[src/rtl/seq_pattern_gen.sv]
// -----------------------------------------------------------------------------
// seq_pattern_gen
//   Serial bit-pattern transmitter. On an accepted start it latches a PAT_W-bit
//   pattern and a repeat count, then shifts the pattern out MSB-first, one bit
//   per clock, for the requested number of repetitions. A one-cycle FIN state
//   pulses done before returning to IDLE. Intended as the stimulus source for
//   serial sequence detectors (dout feeds the detector's din directly).
//
// Optional feature macro: GAP_INSERT_EN
//   When defined, a single GAP cycle (no valid bit, busy held) separates
//   consecutive repetitions. When undefined, repetitions are contiguous and the
//   GAP state does not exist.
//
// Parameters
//   PAT_W        pattern width in bits (>= 2)
//   CNT_W        repeat-count width; max repetitions = 2**CNT_W-1
//
// Ports
//   clk          in   1      clock, rising edge
//   reset        in   1      synchronous, active-high
//   start        in   1      request; accepted only in IDLE
//   pat_in       in   PAT_W  pattern, sampled when start is accepted
//   rep_in       in   CNT_W  repetitions, sampled when start is accepted
//   dout         out  1      serial data bit (0 when dout_valid=0)
//   dout_valid   out  1      dout carries a pattern bit this cycle
//   frame_start  out  1      high with the first (MSB) bit of each repetition
//   busy         out  1      high from the cycle after acceptance through FIN
//   done         out  1      one-cycle pulse after the last bit
// -----------------------------------------------------------------------------
module seq_pattern_gen #(
    parameter int PAT_W = 4,
    parameter int CNT_W = 8
) (
    input  logic             clk,
    input  logic             reset,
    input  logic             start,
    input  logic [PAT_W-1:0] pat_in,
    input  logic [CNT_W-1:0] rep_in,
    output logic             dout,
    output logic             dout_valid,
    output logic             frame_start,
    output logic             busy,
    output logic             done
);

    localparam int              IDX_W   = $clog2(PAT_W);
    localparam logic [IDX_W-1:0] IDX_MAX = IDX_W'(PAT_W - 1);
    localparam logic [IDX_W-1:0] IDX_ZERO = {IDX_W{1'b0}};
    localparam logic [CNT_W-1:0] CNT_ZERO = {CNT_W{1'b0}};
    localparam logic [CNT_W-1:0] CNT_ONE  = {{(CNT_W-1){1'b0}}, 1'b1};

`ifdef GAP_INSERT_EN
    typedef enum logic [1:0] {
        ST_IDLE  = 2'd0,
        ST_SHIFT = 2'd1,
        ST_GAP   = 2'd2,
        ST_FIN   = 2'd3
    } state_t;
`else
    typedef enum logic [1:0] {
        ST_IDLE  = 2'd0,
        ST_SHIFT = 2'd1,
        ST_FIN   = 2'd3
    } state_t;
`endif

    state_t             state_r, state_s;
    logic [PAT_W-1:0]   shreg_r, shreg_s;
    logic [IDX_W-1:0]   bit_idx_r, bit_idx_s;
    logic [CNT_W-1:0]   rep_cnt_r, rep_cnt_s;
    logic [CNT_W-1:0]   rep_dec_s;

    logic               dout_r, dout_valid_r, frame_start_r, busy_r, done_r;
    logic               dout_s, dout_valid_s, frame_start_s, busy_s, done_s;

    // Saturating decrement of the repetition counter so it can never wrap.
    always_comb begin
        rep_dec_s = CNT_ZERO;
        if (rep_cnt_r != CNT_ZERO) begin
            rep_dec_s = rep_cnt_r - CNT_ONE;
        end else begin
            rep_dec_s = CNT_ZERO;
        end
    end

    // Next-state, shift register, bit index and repetition counter.
    always_comb begin
        state_s   = state_r;
        shreg_s   = shreg_r;
        bit_idx_s = bit_idx_r;
        rep_cnt_s = rep_cnt_r;
        case (state_r)
            ST_IDLE: begin
                if (start) begin
                    shreg_s   = pat_in;
                    rep_cnt_s = rep_in;
                    bit_idx_s = IDX_MAX;
                    if (rep_in != CNT_ZERO) begin
                        state_s = ST_SHIFT;
                    end else begin
                        state_s = ST_FIN;
                    end
                end else begin
                    state_s = ST_IDLE;
                end
            end
            ST_SHIFT: begin
                if (bit_idx_r == IDX_ZERO) begin
                    // Last bit of this repetition: the pattern stays in shreg
                    // and is replayed from the MSB, pat_in is not re-read.
                    rep_cnt_s = rep_dec_s;
                    bit_idx_s = IDX_MAX;
                    if (rep_dec_s == CNT_ZERO) begin
                        state_s = ST_FIN;
                    end else begin
`ifdef GAP_INSERT_EN
                        state_s = ST_GAP;
`else
                        state_s = ST_SHIFT;
`endif
                    end
                end else begin
                    bit_idx_s = bit_idx_r - {{(IDX_W-1){1'b0}}, 1'b1};
                end
            end
`ifdef GAP_INSERT_EN
            ST_GAP: begin
                state_s = ST_SHIFT;
            end
`endif
            ST_FIN: begin
                state_s = ST_IDLE;
            end
            default: begin
                state_s = ST_IDLE;
            end
        endcase
    end

    // Output values derived from the upcoming state so that the registered
    // outputs line up with the state they describe.
    always_comb begin
        dout_s        = 1'b0;
        dout_valid_s  = 1'b0;
        frame_start_s = 1'b0;
        busy_s        = 1'b0;
        done_s        = 1'b0;
        case (state_s)
            ST_SHIFT: begin
                dout_s        = shreg_s[bit_idx_s];
                dout_valid_s  = 1'b1;
                frame_start_s = (bit_idx_s == IDX_MAX);
                busy_s        = 1'b1;
            end
`ifdef GAP_INSERT_EN
            ST_GAP: begin
                busy_s = 1'b1;
            end
`endif
            ST_FIN: begin
                busy_s = 1'b1;
                done_s = 1'b1;
            end
            default: begin
                busy_s = 1'b0;
            end
        endcase
    end

    // State, datapath and output registers with synchronous reset.
    always_ff @(posedge clk) begin
        if (reset) begin
            state_r       <= ST_IDLE;
            shreg_r       <= {PAT_W{1'b0}};
            bit_idx_r     <= IDX_ZERO;
            rep_cnt_r     <= CNT_ZERO;
            dout_r        <= 1'b0;
            dout_valid_r  <= 1'b0;
            frame_start_r <= 1'b0;
            busy_r        <= 1'b0;
            done_r        <= 1'b0;
        end else begin
            state_r       <= state_s;
            shreg_r       <= shreg_s;
            bit_idx_r     <= bit_idx_s;
            rep_cnt_r     <= rep_cnt_s;
            dout_r        <= dout_s;
            dout_valid_r  <= dout_valid_s;
            frame_start_r <= frame_start_s;
            busy_r        <= busy_s;
            done_r        <= done_s;
        end
    end

    assign dout        = dout_r;
    assign dout_valid  = dout_valid_r;
    assign frame_start = frame_start_r;
    assign busy        = busy_r;
    assign done        = done_r;

endmodule

[config.mk]
export PLATFORM = sky130hd
export DESIGN_NAME = seq_pattern_gen
export DESIGN_NICKNAME = d
export VERILOG_FILES = /design/src/rtl/seq_pattern_gen.sv
export SDC_FILE = /design/constraint.sdc
export NUM_CORES = 1
export LEC_CHECK = 0
export ABC_AREA = 1
export BUFFER_PORTS_ARGS = -buffer_cell sky130_fd_sc_hd__buf_2
export CELL_PAD_IN_SITES_DETAIL_PLACEMENT = 1
export CELL_PAD_IN_SITES_GLOBAL_PLACEMENT = 2
export CORE_MARGIN = 1
export CORE_UTILIZATION = 33
export CTS_CLUSTER_DIAMETER = 100
export DETAILED_ROUTE_END_ITERATION = 7
export PLACE_DENSITY_LB_ADDON = 0.1
export SYNTH_ARGS = -nofsm -noshare
export SYNTH_HDL_FRONTEND = slang
export SYNTH_SLANG_ARGS = --single-unit
[constraint.sdc]
create_clock -name clk -period 4.4 [get_ports clk]
set_input_delay 0.22 -clock clk [delete_from_list [all_inputs] [get_ports clk]]
set_output_delay 0.22 -clock clk [all_outputs]
set_load 0.01 [all_outputs]
# Yosys cells after proc, flatten, opt, wreduce, memory -nomap -nowiden
# Cells that the tools add are included.
word_totals:
  out_inout_bits: 5
  n_memories: 0
  word_cells: 47
  input_bits: 15
  reg_bits: 21
  ram_bits: 0
  latchBits: 0
  romBits: 0
classes:
  reduce_logical: 9
  mux: 19
  n_mul: 0
  n_eq_ne: 6
  div_mod_pow: 0
  bitwise_logic: 1
  n_shift: 0
  add_sub_neg: 2
  n_lt_le_gt_ge: 1
op_table:
  columns: ["cell", "n"]
  rows:
  - ["8-bit two-way mux", 3]
  - ["8-bit case mux with 2 select lines", 1]
  - ["8-bit nonzero test", 2]
  - ["2-bit two-way mux", 6]
  - ["8-bit logical NOT", 1]
  - ["4-bit two-way mux", 2]
  - ["2-bit case mux with 2 select lines", 2]
  - ["8-bit by 1-bit subtractor with 8-bit output, second input constant", 1]
  - ["2-bit by 1-bit == test with 1-bit output, second input constant", 2]
  - ["2-bit == test, second input constant", 2]
  - ["2-bit logical NOT", 2]
  - ["1-bit two-way mux", 4]
  - ["2-bit inequality test, second input constant", 2]
  - ["2-bit OR reduction", 2]
  - ["2-bit by 3-bit < comparator with 1-bit output, second input constant", 1]
  - ["3-bit AND reduction", 1]
  - ["1-bit binary-select mux with 2-bit select", 1]
  - ["2-bit nonzero test", 1]
  - ["2-bit by 1-bit subtractor with 2-bit output, second input constant", 1]
  - ["1-bit inverter", 1]

# Depth between registers and ports, before layout
# Gate-level depths: netlist of the first run.
logic_depth:
  depth_word: 9
  ltp_mapped: 12
  depth_no_buf: 11

# Worst setup path after synthesis of the first run
# No wires, ideal clock.
synth_path:
  kind: "flip-flop to flip-flop"
  startpoint: "register rep_cnt_r[0]"
  endpoint: "register dout_r (netlist: dout)"
  period_less_slack_ps: 1403
  setup_time_ps: 111
  path_slack_ps: 2997
  path_stages_with_launch: 13
  t_required_ps: 4289
  n_path_buf: 1
  t_arrival_ps: 1292
  cell_sequence: "dfxtp_1 -> inv_2 -> ha_1 -> inv_1 -> nor2_2 -> nand2_4 -> buf_6 -> nand2_4 -> nand3_2 -> nor2_2 -> nand3_2 -> nand3_2 -> nor2_1"
synth_via:
  elab_chain_cells: 9
  elab_cells_between_ends: 10
  classes_between: "add/sub (1); eq/ne (1); mux (4); bitwise (1); reduce/logical (3)"
synth_lines:
  columns: ["element", "line_no", "source"]
  rows:
  - ["from (decl)", "70", "logic [CNT_W-1:0] rep_cnt_r, rep_cnt_s;"]
  - ["from (signal assigned)", "186", "rep_cnt_r <= rep_cnt_s;"]
  - ["8-bit by 1-bit subtractor with 8-bit output or 8-bit nonzero test (tied branches)", "80, 79", null]
  - ["8-bit two-way mux *", "79", "if (rep_cnt_r != CNT_ZERO) begin"]
  - ["8-bit logical NOT *", "113", "if (rep_dec_s == CNT_ZERO) begin"]
  - ["2-bit two-way mux *", "113", null]
  - ["2-bit two-way mux *", "108", "if (bit_idx_r == IDX_ZERO) begin"]
  - ["2-bit case mux with 2 select lines *", "92", "case (state_r)"]
  - ["2-bit by 1-bit == test with 1-bit output *", "148", "case (state_s)"]
  - ["1-bit inverter (no line) *", null, null]
  - ["2-bit OR reduction (no line) *", null, null]
  - ["to (signal assigned)", "187", "dout_r <= dout_s;"]
  - ["to (decl)", "73", "logic dout_r, dout_valid_r, frame_start_r, busy_r, done_r;"]
# Every way passes the cells marked *; elsewhere a longest branch is shown, timed or not.
# A chain may end at the register's enable or synchronous reset.

# Worst setup path after layout of the first run
layout_path:
  startpoint: "register rep_cnt_r[0]"
  endpoint: "register frame_start_r (netlist: frame_start)"
layout_via:
  elab_chain_cells: 9
  elab_cells_between_ends: 10
  classes_between: "add/sub (1); eq/ne (1); mux (4); bitwise (1); reduce/logical (3)"
layout_lines:
  columns: ["element", "line_no", "source"]
  rows:
  - ["8-bit by 1-bit subtractor with 8-bit output or 8-bit nonzero test (tied branches)", "80, 79", null]
  - ["8-bit two-way mux *", "79", null]
  - ["8-bit logical NOT *", "113", null]
  - ["2-bit two-way mux *", "113", null]
  - ["2-bit two-way mux *", "108", null]
  - ["2-bit case mux with 2 select lines *", "92", null]
  - ["2-bit by 1-bit == test with 1-bit output *", "148", null]
  - ["1-bit inverter (no line) *", null, null]
  - ["2-bit OR reduction (no line) *", null, null]
  - ["to (signal assigned)", "189", "frame_start_r <= frame_start_s;"]
  - ["to (decl)", "73", null]
# Marked as above.

==> results of run 1 <==
flip-flops by register name (all words and copies together), names as in the netlist:
name,cells
bit_idx_r,2
busy,1
done,1
dout,1
dout_valid,1
frame_start,1
rep_cnt_r,8
shreg_r,4
state_r,1
through the flow:
stage / hold slack [ps] / setup WS (ps) / cells
detailed placement: 510 / 2760 / 225
CTS: 181 / 2750 / 229
finish: 176 / 2760 / 229
global route: 195 / 2600 / 229
global placement: 490 / 2810 / 225
floorplan: 382 / 3000 / 164
tightest hold or removal path: cells and delay by family:
| family | cells | cell delay (ps) |
|---|---|---|
| and+or+nand+nor | 1 | 60 |
| buffers and inverters | 1 | 110 |
| AOI/OAI and AO/OA | 1 | 70 |
path summary, 6_finish.rpt:
path | start | to | slack (ps) | cells after the start
max | rep_cnt_r[0] | frame_start | 2760 | 10
min | rep_in[6] | rep_cnt_r[6] | 180 | 3
max reg2reg | rep_cnt_r[0] | frame_start | 2760 | 10
min reg2reg | shreg_r[3] | shreg_r[3] | 530 | 2
cell usage in the layout, fill, tap and decap left out:
cell,count
nand2_1,27
dfxtp_1,20
buf_2,19
nor2_1,17
inv_1,14
nand3_1,14
inv_2,11
o21ai_0,11
a31oi_1,7
nand3_2,5
nand4_1,5
a21oi_1,4
nand2_4,3
o21ai_1,3
ha_1,3
clkbuf_4,3
or2_1,2
nand2_2,2
nor2_4,2
nor2_2,2
nor4_1,2
or2_2,1
o21ai_4,1
xor2_2,1
clkinv_1,1
mux2i_1,1
o21a_1,1
bufinv_16,1
final cells by class:
| type | instances | area share |
|---|---|---|
| multi-input combinational | 114 | 0.481 |
| sequential | 20 | 0.296 |
| inverter | 26 | 0.0721 |
| clock buffer | 3 | 0.0166 |
| tap | 46 | 0.0425 |
| timing repair buffer | 19 | 0.0702 |
| clock inverter | 1 | 0.0222 |
power groups by stage:
stage / clock network, mW / logic (mW) / registers, mW
after global placement: 0 / 0.168 / 0.213
final: 0.155 / 0.171 / 0.210
after global routing: 0.160 / 0.194 / 0.212
after CTS: 0.157 / 0.174 / 0.210
after detailed placement: 0 / 0.173 / 0.214
after floorplan: 0 / 0.136 / 0.212
layer usage:
| metal | vias to the layer above | global-route usage |
|---|---|---|
| met4 | 0 | 0.0571 |
| met3 | 5 | 0.0186 |
| met2 | 13 | 0.338 |
| li1 | 577 | - |
| met5 | - | 0 |
| met1 | 526 | 0.222 |
logic make-up (layout without fill, tap and decap cells):
logic type,Yosys count,count (layout),synth area share
flip-flops,20,20,0.339
AND/OR/NAND/NOR,82,82,0.364
multiplexers,1,1,0.00848
XOR/XNOR,1,1,0.0138
AO/OA/AOI/OAI,27,27,0.134
buffers and inverters,30,49,0.109
adder cells (fa/ha/maj),3,3,0.0318
==> metrics.cfg, run 1 <==
[yosys]
syn_inst = 164
synth_seq_cells = 20
yosysMostFrequentCell = nand2_1
synthArstFlopShare = 0
ys_seq_area_frac = 0.339
ys_top_cells_by_count = nand2_1, dfxtp_1, nor2_1
yosys.area.top_type = dfxtp_1
synthesis.area_um2 = 1180
synth_cell_types = 28
synth.area.top_cells = dfxtp_1, nand2_1, nand3_1
synth_top_cell_area_share = 0.339
synth_edf_count = 0
syn_area_per_cell_um2 = 7.19
dominantRegCellSynth = dfxtp_1
yosysWarnings = 0
syn-num-nets = 182

[cts]
cts.sinks = 20
cts_tree = yes
cts-resized-gates = 0
clkTransAtPathRegs_ps = 130
h-tree-depth = 1
cts_buffer_depth = 2
post_cts_buffers = 0
hold_buffers = 0
cts_made_buffers = 3
cts-root-buf = clkbuf_4
clock_latency_ps = 310

[floorplan]
start_util = 0.348
ioPinCount = 20
core_um2 = 3390
num_rows = 21
die-area_um2 = 3820
dieWidth_um = 61.8
die_h_um = 61.8

[timing]
maxSlewViolCount = 0
finalHoldViolCount = 0
period_needed_ps = 1640
rsz0062_at_grt = no
fin_setup_tns_ps = 0
fmaxAchievable_mhz = 610
finalCritPeriodShare = 0.373
final-setup-viol-count = 0
finalClockSkew_ps = 7.59
worst-slew-pin-transition_ps = 456
maxSlewHeadroom = 0.695

[cells_and_area]
fin_area_um2 = 1350
drive_above_1_share = 0.279
multi_input_area_um2 = 651
syn_to_final_growth_pct = 14.7
post-route-util = 0.399
seqCellArea_um2 = 400
fillCellCount = 438
nets = 202
diodes = 0

[setup_path]
cpMostUsedCell = nand3_2
end_kind = flop
worstPathRequired_ps = 4660
cp_max_fo = 6
cp_num_buf_inv = 1
critical_path.max_stage_delay_ps = 340
critPathLaunchType = flop
critPathTopFamily = simple AND/OR/NAND/NOR gates
path_cells = inv_2 -> ha_1 -> nand2_1 -> o21ai_0 -> nand3_2 -> nand2_2 -> nor2_2 -> nand3_2 -> nand3_2 -> nor2_1
slowest_stage = dfxtp_1
worstPathArrival_ps = 1900
path_class = reg -> reg

[power]
p_comb_frac = 0.319
p_int_mw = 0.349
power_mw = 0.536
clock_power_share = 0.289
ir_worst_vdd_uv = 149
switching_share = 0.348
pwr_density_cell_nw_per_um2 = 396
p_leak_nw = 0.648
p_seq_frac = 0.392
power_switching_mw = 0.187

[place]
place_area_um2 = 1300
port_buffers = 19
hpwl_um = 2450
gp_congestion = 0.817

[run]
maxCapViolations = 0

[routing]
via_per_inst = 4.90
wl_met2_um = 1520
met3_wirelength_um = 52
m1WireLength_um = 1420
first_iter_violations = 33
drcViolationCount = 0
via_count = 1121
drt-total-wl_um = 3030
top_layer = met4
drtPass1Iterations = 4
ant_nets = 0
wire_per_inst_um = 13.2

[min_path]
hp-class = in -> reg

[grt]
track_usage = 0.183
grt_max_degree = 18
grt_pass1_wl_um = 5060
grt_pass1_vias = 1126
antenna_found_initial = 0
gr-total-overflow = 0

[status]
status = complete, no violations

Power figures use the tool's default switching activity.
==> run 2: changes to the inputs <==
CORE_UTILIZATION = 27   (was 33)
clock period = 1.4 ns   (was 4.4 ns; I/O delays follow)
==> metrics.cfg, run 2 (same netlist as run 1, synthesis figures left out) <==
[timing]
fin_setup_tns_ps = -70.5
finalHoldViolCount = 0
worst-slew-pin-transition_ps = 266
maxSlewViolCount = 0
rsz0062_at_grt = yes
period_needed_ps = 1440
finalCritPeriodShare = 1.03
finalClockSkew_ps = 1.04
setup_ws_ps = -36.4
final-setup-viol-count = 4
fmaxAchievable_mhz = 696
maxSlewHeadroom = 0.821

[cells_and_area]
nets = 230
layout_commonest_cell = nand2_1
diodes = 0
top_register = rep_cnt_r
post-route-util = 0.434
multi_input_area_um2 = 772
syn_to_final_growth_pct = 50.2
fillCellCount = 519
drive_above_1_share = 0.531
mostFrequentLayoutCells = nand2_1, buf_4, buf_2, inv_2
largest_reg_flops = 8
seqCellArea_um2 = 410
reg.largest.list = rep_cnt_r (8), shreg_r (4), bit_idx_r (2)

[cts]
cts_made_buffers = 3
cts_buffer_depth = 2
hold_buffers = 0
cts.sinks = 20
cts_tree = yes
clock_latency_ps = 260
h-tree-depth = 1
clkTransAtPathRegs_ps = 80
cts-root-buf = clkbuf_8

[run]
maxCapViolations = 0

[power]
ir_worst_vdd_uv = 391
p_seq_frac = 0.311
pwr_density_cell_nw_per_um2 = 1210
switching_share = 0.343
power_switching_mw = 0.734
clock_power_share = 0.282
p_int_mw = 1.41
p_comb_frac = 0.407
p_leak_nw = 0.823

[routing]
drcViolationCount = 0
drtPass1Iterations = 4
ant_nets = 0
drt-total-wl_um = 3690
via_per_inst = 4.73
wire_per_inst_um = 14.1
via_count = 1234
first_iter_violations = 38

[floorplan]
die_h_um = 68.1
num_rows = 23
core_um2 = 4090
die-area_um2 = 4640
ioPinCount = 20
dieWidth_um = 68.1
start_util = 0.289

[grt]
grt_pass1_vias = 1287
grt_max_degree = 13
track_usage = 0.173
antenna_found_initial = 0
gr-total-overflow = 0
grt_pass1_wl_um = 5900

[place]
port_buffers = 19
hpwl_um = 2790
dpl_worst_slack_ps = -141
gp_congestion = 0.836

[setup_path]
cp_max_fo = 5
worstPathArrival_ps = 1600
cp-startpoint = rep_cnt_r[1]
r2r_start = rep_cnt_r[1]
worstPathRequired_ps = 1560
path_class = reg -> reg
critPathLaunchType = flop
end_kind = flop

[status]
status = finished with violations
violations = negative setup slack

[min_path]
hp-class = in -> reg
min_from = pat_in[3]

## run 2: cell types whose count changed in the layout (fill, tap and decap cells not counted), moves of 4 or more
cell	previous run	this run
nand2_1	27	22
inv_2	11	16
inv_1	14	7
buf_4	0	20
dfxtp_1	20	14
o21ai_0	11	7
buf_6	0	4
dfxtp_2	0	5
nand2_2	2	7
o21ai_2	0	4
nand3_1	14	10
## run 2: cell type report
cell class | instances | area share
Multi-Input combinational cell | 115 | 0.436
Clock buffer | 3 | 0.0233
Tap cell | 50 | 0.0353
Sequential cell | 20 | 0.232
Timing Repair Buffer | 46 | 0.198
Inverter | 26 | 0.0593
Clock inverter | 1 | 0.0169
## run 2: worst paths after layout
| check | end | slack [ps] | cells after the start |
|---|---|---|---|
| setup / recovery | dout | -40 | 11 |
| hold / removal | shreg_r[3] | 70 | 3 |
| setup reg to reg | dout | -40 | 11 |
| hold reg to reg | shreg_r[3] | 510 | 2 |
## run 2: what timing repair did
action                     in CTS  in global routing
pin swaps                       9                 14
hold endpoints to repair        0                  0
setup endpoints to repair       7                  9
gates resized for setup        20                 32
cloned                          1                  0
buffers inserted                4                  4
## run 2: power groups by stage
stage          Combinational (mW)  Clock, mW  Sequential (mW)
2_1_floorplan               0.427          0            0.668
6_report                    0.870      0.603            0.666
3_5_place_dp                0.676          0            0.668
3_3_place_gp                0.666          0            0.664
5_1_grt                     0.961      0.622            0.671
4_1_cts                     0.770      0.603            0.661
## run 2: routing by layer
metal,track usage,wire length (µm)
met1,0.226,1750
met2,0.297,1830
met3,0.0267,86
met4,0.0391,19
met5,0,0
## run 2: through the flow
| stage | instances | hold WS, ps | total power, mW | instance area (µm²) |
|---|---|---|---|---|
| finish | 261 | 68.5 | 2.14 | 1770 |
| CTS | 258 | 66.2 | 2.03 | 1660 |
| detailed placement | 249 | 341 | 1.34 | 1470 |
| global placement | 249 | 327 | 1.33 | 1470 |
| global route | 261 | 90.1 | 2.25 | 1770 |
| floorplan | 164 | 232 | 1.10 | 1180 |
## run 2: worst max-delay path: stages, from the launching register on
cell and delay (ps):
dfxtp_4 370, inv_4 70, ha_4 120, inv_2 40
nor2_4 110, nand2_4 100, o21ai_2 70, nand3_2 80
nor2_2 100, nand3_2 100, nand3_2 110, nor2_1 60
